--- config.mk ---
export PLATFORM = sky130hd
export DESIGN_NAME = cpu_run_ctrl
export DESIGN_NICKNAME = d
export VERILOG_FILES = /design/src/rtl/cpu_ctrl_pkg.sv /design/src/rtl/btn_debounce.sv /design/src/rtl/cpu_run_ctrl.sv
export SDC_FILE = /design/constraint.sdc
export NUM_CORES = 1
export LEC_CHECK = 0
export BUFFER_PORTS_ARGS = -buffer_cell sky130_fd_sc_hd__buf_4
export CAP_MARGIN = 40
export CORE_UTILIZATION = 55
export CTS_CLUSTER_DIAMETER = 100
export DETAILED_ROUTE_END_ITERATION = 8
export GPL_ROUTABILITY_DRIVEN = 0
export GPL_TIMING_DRIVEN = 0
export PLACE_DENSITY = 0.76
export SYNTH_ARGS = -nofsm -noshare
export SYNTH_HDL_FRONTEND = slang
export SYNTH_SLANG_ARGS = --single-unit
--- constraint.sdc ---
create_clock -name CLK_50 -period 6.97 [get_ports CLK_50]
set_clock_uncertainty 0.15 [all_clocks]
set_input_delay 0.3485 -clock CLK_50 [delete_from_list [all_inputs] [get_ports CLK_50]]
set_output_delay 0.3485 -clock CLK_50 [all_outputs]
set_load 0.05 [all_outputs]
--- src/rtl/cpu_ctrl_pkg.sv ---
// Shared types and constants for the CPU execution sequencer.
package cpu_ctrl_pkg;

  typedef enum logic [1:0] {
    S_RESET = 2'd0,
    S_PAUSE = 2'd1,
    S_RUN   = 2'd2,
    S_DONE  = 2'd3
  } run_state_t;

  localparam logic [1:0] MODE_HALT = 2'b00;
  localparam logic [1:0] MODE_STEP = 2'b01;
  localparam logic [1:0] MODE_RUN  = 2'b10;
  localparam logic [1:0] MODE_SLOW = 2'b11;

  // Both continuous-run modes share the upper mode bit.
  function automatic logic mode_is_running(input logic [1:0] m);
    return m[1];
  endfunction

endpackage

--- src/rtl/btn_debounce.sv ---
// Push-button conditioner: 2-FF synchronizer, stability down-counter and
// press-edge detector. The button is active-low; only a press (debounced
// high->low transition) produces a one-cycle pulse.
module btn_debounce #(
  parameter int DEBOUNCE_CYCLES = 1000000
) (
  input  logic CLK_50,
  input  logic reset,
  input  logic btn_n,
  output logic press_pulse
);

  localparam int CW = (DEBOUNCE_CYCLES > 1) ? $clog2(DEBOUNCE_CYCLES) : 1;
  localparam logic [CW-1:0] RELOAD = CW'(DEBOUNCE_CYCLES - 1);

  logic          r_sync0;
  logic          r_sync1;
  logic          r_level;
  logic [CW-1:0] r_cnt;
  logic          r_pulse;
  logic          w_differs;
  logic          w_commit;

  // A sample that disagrees with the debounced level counts down; the level
  // only moves once DEBOUNCE_CYCLES consecutive samples have disagreed.
  assign w_differs = (r_sync1 != r_level);
  assign w_commit  = w_differs && (r_cnt == '0);

  // Bring the raw button into the clock domain (released = 1 after reset).
  always_ff @(posedge CLK_50 or posedge reset) begin
    if (reset) begin
      r_sync0 <= 1'b1;
      r_sync1 <= 1'b1;
    end else begin
      r_sync0 <= btn_n;
      r_sync1 <= r_sync0;
    end
  end

  // Stability timer: reload whenever the input agrees or a change commits.
  always_ff @(posedge CLK_50 or posedge reset) begin
    if (reset) begin
      r_cnt <= RELOAD;
    end else if (!w_differs || w_commit) begin
      r_cnt <= RELOAD;
    end else begin
      r_cnt <= r_cnt - CW'(1);
    end
  end

  // Debounced level and the registered press pulse.
  always_ff @(posedge CLK_50 or posedge reset) begin
    if (reset) begin
      r_level <= 1'b1;
      r_pulse <= 1'b0;
    end else begin
      if (w_commit) begin
        r_level <= r_sync1;
      end
      r_pulse <= w_commit && !r_sync1;
    end
  end

  assign press_pulse = r_pulse;

endmodule

--- src/rtl/cpu_run_ctrl.sv ---
// Execution sequencer for the CPU: reset hold, pause, run, slow-run,
// single-step and halt at the final PC, plus an exact enable counter.
//
// state   | meaning
// --------+-----------------------------------------------------------
// S_RESET | cpu_rst held high for RESET_HOLD cycles, counter cleared
// S_PAUSE | idle; runs on mode RUN/SLOW, single-steps on step press
// S_RUN   | enables every cycle (RUN) or once per divider wrap (SLOW)
// S_DONE  | pc reached FINAL_PC; enables blocked, count frozen
module cpu_run_ctrl
  import cpu_ctrl_pkg::*;
#(
  parameter int PC_WIDTH        = 12,
  parameter int FINAL_PC        = 86,
  parameter int RESET_HOLD      = 4,
  parameter int DEBOUNCE_CYCLES = 1000000,
  parameter int SLOW_DIV_LOG2   = 22,
  parameter int COUNT_WIDTH     = 32
) (
  input  logic                   CLK_50,
  input  logic                   reset,
  input  logic [1:0]             mode,
  input  logic                   btn_step_n,
  input  logic                   restart,
  input  logic [PC_WIDTH-1:0]    pc,
  output logic                   cpu_en,
  output logic                   cpu_rst,
  output logic                   done,
  output logic [1:0]             state,
  output logic [COUNT_WIDTH-1:0] exec_count
);

  localparam int HOLD_W = (RESET_HOLD > 1) ? $clog2(RESET_HOLD) : 1;

  run_state_t               r_state;
  run_state_t               w_next_state;
  logic [HOLD_W-1:0]        r_hold;
  logic [SLOW_DIV_LOG2-1:0] r_div;
  logic [COUNT_WIDTH-1:0]   r_count;
  logic                     r_done;
  logic                     w_cpu_en;
  logic                     w_step_pulse;
  logic                     w_at_final;
  logic                     w_slow_tick;
  logic                     w_hold_done;

  btn_debounce #(
    .DEBOUNCE_CYCLES(DEBOUNCE_CYCLES)
  ) u_step_db (
    .CLK_50      (CLK_50),
    .reset       (reset),
    .btn_n       (btn_step_n),
    .press_pulse (w_step_pulse)
  );

  assign w_at_final  = (pc == PC_WIDTH'(FINAL_PC));
  assign w_slow_tick = &r_div;
  assign w_hold_done = (r_hold == HOLD_W'(RESET_HOLD - 1));

  // State register.
  always_ff @(posedge CLK_50 or posedge reset) begin
    if (reset) begin
      r_state <= S_RESET;
    end else begin
      r_state <= w_next_state;
    end
  end

  // Next state and per-cycle CPU enable; restart overrides everything.
  // The final-PC check also gates the enable so the instruction at
  // FINAL_PC is never executed.
  always_comb begin
    w_next_state = r_state;
    w_cpu_en     = 1'b0;
    case (r_state)
      S_RESET: begin
        if (w_hold_done) begin
          w_next_state = S_PAUSE;
        end
      end
      S_PAUSE: begin
        if (mode_is_running(mode)) begin
          w_next_state = S_RUN;
        end else if ((mode == MODE_STEP) && w_step_pulse) begin
          if (w_at_final) begin
            w_next_state = S_DONE;
          end else begin
            w_cpu_en = 1'b1;
          end
        end
      end
      S_RUN: begin
        if (w_at_final) begin
          w_next_state = S_DONE;
        end else if (!mode_is_running(mode)) begin
          w_next_state = S_PAUSE;
        end else if (mode == MODE_RUN) begin
          w_cpu_en = 1'b1;
        end else begin
          w_cpu_en = w_slow_tick;
        end
      end
      S_DONE: begin
        w_next_state = S_DONE;
      end
      default: begin
        w_next_state = S_RESET;
      end
    endcase
    if (restart) begin
      w_next_state = S_RESET;
      w_cpu_en     = 1'b0;
    end
  end

  // Reset hold counter: counts only while staying in S_RESET, so a
  // restart issued during S_RESET restarts the full hold period.
  always_ff @(posedge CLK_50 or posedge reset) begin
    if (reset) begin
      r_hold <= '0;
    end else if ((r_state == S_RESET) && (w_next_state == S_RESET) && !restart) begin
      r_hold <= r_hold + HOLD_W'(1);
    end else begin
      r_hold <= '0;
    end
  end

  // Slow-run divider: free-runs in S_RUN, held at zero elsewhere so every
  // run entry starts a fresh period.
  always_ff @(posedge CLK_50 or posedge reset) begin
    if (reset) begin
      r_div <= '0;
    end else if (r_state == S_RUN) begin
      r_div <= r_div + SLOW_DIV_LOG2'(1);
    end else begin
      r_div <= '0;
    end
  end

  // Enable counter: cleared while entering or sitting in S_RESET so it
  // already reads zero on the first reset cycle; saturates at all-ones.
  always_ff @(posedge CLK_50 or posedge reset) begin
    if (reset) begin
      r_count <= '0;
    end else if ((r_state == S_RESET) || (w_next_state == S_RESET)) begin
      r_count <= '0;
    end else if (w_cpu_en && !(&r_count)) begin
      r_count <= r_count + COUNT_WIDTH'(1);
    end
  end

  // Registered done flag, high from the first S_DONE cycle.
  always_ff @(posedge CLK_50 or posedge reset) begin
    if (reset) begin
      r_done <= 1'b0;
    end else begin
      r_done <= (w_next_state == S_DONE);
    end
  end

  assign cpu_en     = w_cpu_en;
  assign cpu_rst    = (r_state == S_RESET);
  assign done       = r_done;
  assign state      = r_state;
  assign exec_count = r_count;

endmodule
After elaboration in Yosys (flattened, before gate mapping):

Index checks and enable logic that the tools add are counted.

* add/subtract/negate cells: 4
* multiplexer cells: 21
* reductions and logical operators: 18
* equality and inequality tests: 9

Operator list (count)
* $mux W32: 2
* $add A32 B1 Y32 const B: 1
* $reduce_and A32 Y1: 1
* $add A22 B1 Y22 const B: 1
* $mux W22: 1
* $reduce_and A22 Y1: 1
* $logic_not A20 Y1: 1
* $mux W20: 1
* $sub A20 B1 Y20 const B: 1
* $mux W2: 8
* $eq A12 B7 Y1 const B: 1
* $eq A2 B2 Y1 const B: 5
* $pmux W2 S4: 1
* $mux W1: 7
* $logic_and A1 B1 Y1: 6
* $eq A2 B1 Y1 const B: 2
* $logic_not A1 Y1: 4
* $logic_not A2 Y1: 2
* $add A2 B1 Y2 const B: 1
* $logic_or A1 B1 Y1: 2
* $pmux W1 S2: 1
* $reduce_bool A2 Y1: 1
* $ne A1 B1 Y1: 1

* bits in registers: 83
* logic and storage cells: 62
* input bits: 18
* output and inout bits: 37

Depth between registers and ports, before layout:

* word-level depth: 10
* mapped depth: 10
* gate-level depth less buffers: 8

Hierarchy:

A second synthesis with hierarchy kept.

* cells, all modules: 467
* area total of the unflattened synthesis: 4534.3 um^2

Modules (own cells, without submodules)
* cpu_run_ctrl: instances 1, cells each 356, sequential area each 1476.4 um^2, area an instance 3290.7 um^2
* btn_debounce: instances 1, cells each 111, sequential area each 619.3 um^2, area an instance 1243.7 um^2

Worst setup path before layout:

Ideal clock, no wire load.

* path kind: register -> register
* from: register r_state[0], in the netlist state[0]
* to: register r_count[11], in the netlist exec_count[11]
* clock period less this slack: 3207 ps
* slack: 3763 ps
* required time: 6690 ps
* stages on the path, launching flop included: 10
* arrival: 2927 ps
* path buffers: 2
* library setup time: 130 ps
* cells stage by stage: dfrtp_1 > inv_1 > ha_1 > nor3b_1 > nor3b_1 > a2111oi_0 > or2_2 > clkbuf_1 > buf_2 > a21oi_1

* elaborated cells between the ends (all ways): 19
* classes of those cells: eq/ne: 3; mux: 11; reduce/logical: 5

RTL lines
* start: declaration: line cpu_run_ctrl.sv:35 `run_state_t r_state;`
* start signal: assignment: line cpu_run_ctrl.sv:65 `r_state <= w_next_state;`
* $logic_not A2 Y1 *
* net cpu_rst: line cpu_run_ctrl.sv:27 `output logic cpu_rst,`
* $pmux W2 S4: line cpu_run_ctrl.sv:75 `case (r_state)`
* $mux W2: line cpu_run_ctrl.sv:110 `if (restart) begin`
* $logic_not A2 Y1: line cpu_run_ctrl.sv:145 `end else if ((r_state == S_RESET) || (w_next_state == S_RESET)) begin`
* $logic_or A1 B1 Y1 *: line cpu_run_ctrl.sv:145
* $mux W32 or $reduce_bool A2 Y1 (tied branches)
* end signal: assignment: line cpu_run_ctrl.sv:148 `r_count <= r_count + COUNT_WIDTH'(1);`
* end: declaration: line cpu_run_ctrl.sv:39 `logic [COUNT_WIDTH-1:0] r_count;`

The timed path passes the listed nets; every way through them passes the cells marked *.
A chain may end at the register's enable or synchronous reset.

Worst setup path after layout:

* from: register r_count[7], in the netlist exec_count[7]
* to: register r_count[21], in the netlist exec_count[21]

* cells in the longest elaborated chain, start to end: 4
* elaborated cells between the ends (all ways): 7
* classes of those cells: add/sub: 1; mux: 2; reduce/logical: 4

Ends and longest elaborated chain
* parallel branches: the longest is 4 deep, another holds $add A32 B1 Y32

Several ways; the timed one is not identified. The select of a mux whose other input is x is not followed.

==> reports/results.tsv <==
stage	metric	value	unit
cells_and_area	area_growth	17.4	%
synth	synth.area.top_cells	dfrtp_1 39%, dfstp_2 9.0%, xnor2_1 5.8%	
synth	yosys_warnings	0	
clock_network	cts_root_buf	clkbuf_8	
min_path	hp-start	restart	
synth	yosysTopAreaCell	dfrtp_1	
global_routing	grt_remaining_overflow	0	
setup_path	crit_family	simple AND/OR/NAND/NOR gates	
floorplanning	io_pins	55	
clock_network	path_clk_slew	0.10	ns
clock_network	cts.sinks	83	
setup_path	critPathRequiredTime	7.11	ns
setup_path	worstRegToRegCells	8	
detailed_routing	wire_per_inst	15.2	um
placed_design	post-place-cells	603	
clock_network	insertion_delay	0.37	ns
floorplanning	initial_core_util	0.566	
cells_and_area	finalInstanceArea	5140	sq um
power	p_per_area	205	nW/um^2
cells_and_area	finalNonFillerCells	621	
setup_path	rr_startpoint	exec_count[7]	
setup_path	cp_max_fo	10	
synth	ys.flop_type	dfrtp_1	
detailed_routing	via_per_inst	5.78	
global_routing	grt_pass1_vias	3474	
setup_path	crit_path_end_kind	register	
global_routing	grt_max_degree	47	
placed_design	io_buffers	54	
global_routing	grt_pass1_wl	16100	um
timing	timing.hold.ws	0.0509	ns
synth	syn_area	4370	sq um
detailed_routing	drt_first_pass_iters	4	
setup_path	cpMaxStageDelayCell	nor3_1	
setup_path	path_class	reg -> reg	
power	p_leak	2.14	nW
cells_and_area	nFillCells	636	
cells_and_area	layout_commonest_cell	dfrtp_1	
clock_network	clockBufferDepth	2	
flow_run	drv_cap	0	
global_routing	grtUsageTotal	0.244	
setup_path	worstPathArrival	3.18	ns
floorplanning	die_width	91.2	um
global_routing	grt_antenna_before_repair	0	
synth	synth_seq_cells	83	
detailed_routing	drc	0	
placed_design	place_area	4940	sq um
detailed_routing	drtIter0Drc	168	
synth	syn_inst	445	
floorplanning	coreArea	7730	sq um
detailed_routing	routed_wl	9430	um
timing	period_minus_slack	3.04	ns
clock_network	cts_setup_buffers	0	
cells_and_area	nets	540	
timing	worst_slew_pin_slew	0.854	ns
clock_network	cts.htree.levels	3	
detailed_routing	antenna_left	0	
cells_and_area	regArea	2100	sq um
floorplanning	dieArea	8310	sq um
synth	synth_cell_types	50	
cells_and_area	layout_common_cells	68 x dfrtp_1, 54 x buf_4, 36 x nand2_1	
detailed_routing	via_count	3592	
synth	ys_seq_area_frac	0.479	
setup_path	max_stage_delay	0.64	ns
timing	relSlewSlack	0.423	
synth	synth_top_cell_area_share	0.389	
floorplanning	fp-row-count	32	
setup_path	crit_chain	nand3_1 > nor3_1 > nand4_1 > nand3_1 > clkbuf_1 > clkbuf_1 > o31ai_1 > a21oi_1	
timing	setup_viol	0	
setup_path	r2r_end	exec_count[21]	
timing	max_freq	329	MHz
timing	report.final.slew_viol_count	0	
timing	period_share	0.436	
setup_path	cp_num_buf_inv	2	
synth	syn_nets	471	
clock_network	cts_tree	built	
min_path	hp-class	in -> reg	
cells_and_area	multiInputGateArea	2170	sq um
power	p_total	0.00105	W
setup_path	worst_setup_path_start_kind	register	
setup_path	r2r_setup_slack	3.93	ns
min_path	hold_depth	2	
outcome	outcome	complete, no violations	
synth	postSynthAreaPerCell	9.83	sq um
synth	synth_edf_count	0	
cells_and_area	drive_above_1_share	0.195	
clock_network	cts_buffers	9	
timing	grt_setup_unrepaired	no	
cells_and_area	diodes	0	
synth	async_reset_ff_frac	1.00	
placed_design	dpl.hpwl	6740	um
floorplanning	die_height	91.2	um
clock_network	cts_resized	0	
power	ir_drop	0.113	mV
clock_network	cts_hold_buf	2	
timing	setup-tns-final	0	ns
timing	hold_viol	0	
min_path	min_to	r_hold[0]	
-- kinds of logic after synthesis --
kind of cell / share of synthesized area
AO/OA/AOI/OAI: 0.0867
XOR/XNOR: 0.0881
adder cells (fa/ha/maj): 0.0229
buffers and inverters: 0.0240
flip-flops: 0.479
multiplexers: 0.00715
AND/OR/NAND/NOR: 0.292
-- sequential cells by signal, summed over array words and instances (netlist names) --
| signal | cells |
|---|---|
| done | 1 |
| exec_count | 32 |
| r_div | 22 |
| r_hold | 2 |
| state | 2 |
| u_step_db.press_pulse | 1 |
| u_step_db.r_cnt | 20 |
| u_step_db.r_level | 1 |
| u_step_db.r_sync0 | 1 |
| u_step_db.r_sync1 | 1 |
-- cell type report --
type                            count  area share
Multi-Input combinational cell    337       0.423
Inverter                           12     0.00926
Tap cell                          102      0.0248
Buffer                             13      0.0117
Sequential cell                    83       0.408
Clock buffer                       10      0.0248
Timing Repair Buffer               58      0.0889
Clock inverter                      6     0.00926
-- power by group --
part / internal (W) / switching, W / leakage, nW
logic: 0.0000729 / 0.000148 / 0.943
registers: 0.000498 / 0.0000143 / 1.11
clock network: 0.000133 / 0.000186 / 0.0872
total: 0.000703 / 0.000348 / 2.14
-- how the worst max path moves through the flow --
stage / from / cells after the start / endpoint / slack [ns]
floorplan: state[0] / 9 / exec_count[11] / 3.76
global placement: reset / 2 / r_div[12] / 3.38
detailed placement: pc[5] / 9 / exec_count[21] / 3.88
CTS: r_div[0] / 6 / cpu_en / 3.89
global route: exec_count[7] / 8 / exec_count[7] / 3.68
finish: exec_count[7] / 8 / exec_count[21] / 3.93
-- per-layer routing --
layer,share of wire,global-route usage,wire length (um),up-vias
li1,-,-,-,1743
met1,0.45,0.318,4270,1754
met2,0.48,0.398,4550,85
met3,0.052,0.0628,487,10
met4,0.013,0.0807,123,0
met5,0,0,0,-
-- cells in the mapped netlist (all sizes together) (2+ instances only) --
| master | count |
|---|---|
| nor2 | 31 |
| or3 | 12 |
| xor2 | 15 |
| nor3b | 3 |
| o31ai | 15 |
| nor4 | 5 |
| and4b | 2 |
| nor3 | 21 |
| buf | 5 |
| or4 | 18 |
| mux2i | 2 |
| nor2b | 4 |
| a21oi | 21 |
| a2111oi | 2 |
| or2 | 3 |
| and2 | 26 |
| ha | 8 |
| a41oi | 2 |
| dfstp | 15 |
| dfrtp | 68 |
| a21boi | 2 |
| o2111ai | 2 |
| nand2 | 36 |
| and3 | 9 |
| nor4bb | 3 |
| nand4 | 16 |
| clkbuf | 8 |
| and4 | 2 |
| o21ai | 10 |
| inv | 12 |
| nand3 | 24 |
| nand2b | 3 |
| nor4b | 2 |
| xnor2 | 29 |
-- worst register-to-register path, cell delays in order (launching register included) --
cell,delay [ns]
dfrtp_1,0.43
nand3_1,0.17
nor3_1,0.64
nand4_1,0.26
nand3_1,0.17
clkbuf_1,0.36
clkbuf_1,0.48
o31ai_1,0.16
a21oi_1,0.14
-- per-stage QoR --
| step | util | setup slack [ns] |
|---|---|---|
| final | 0.665 | 3.93 |
| after global routing | 0.665 | 3.68 |
| after CTS | 0.665 | 3.89 |
| after detailed placement | 0.639 | 3.88 |
| after global placement | 0.635 | 3.38 |
| after floorplan | - | 3.76 |
Note: power is estimated with default switching activity, not from simulation.
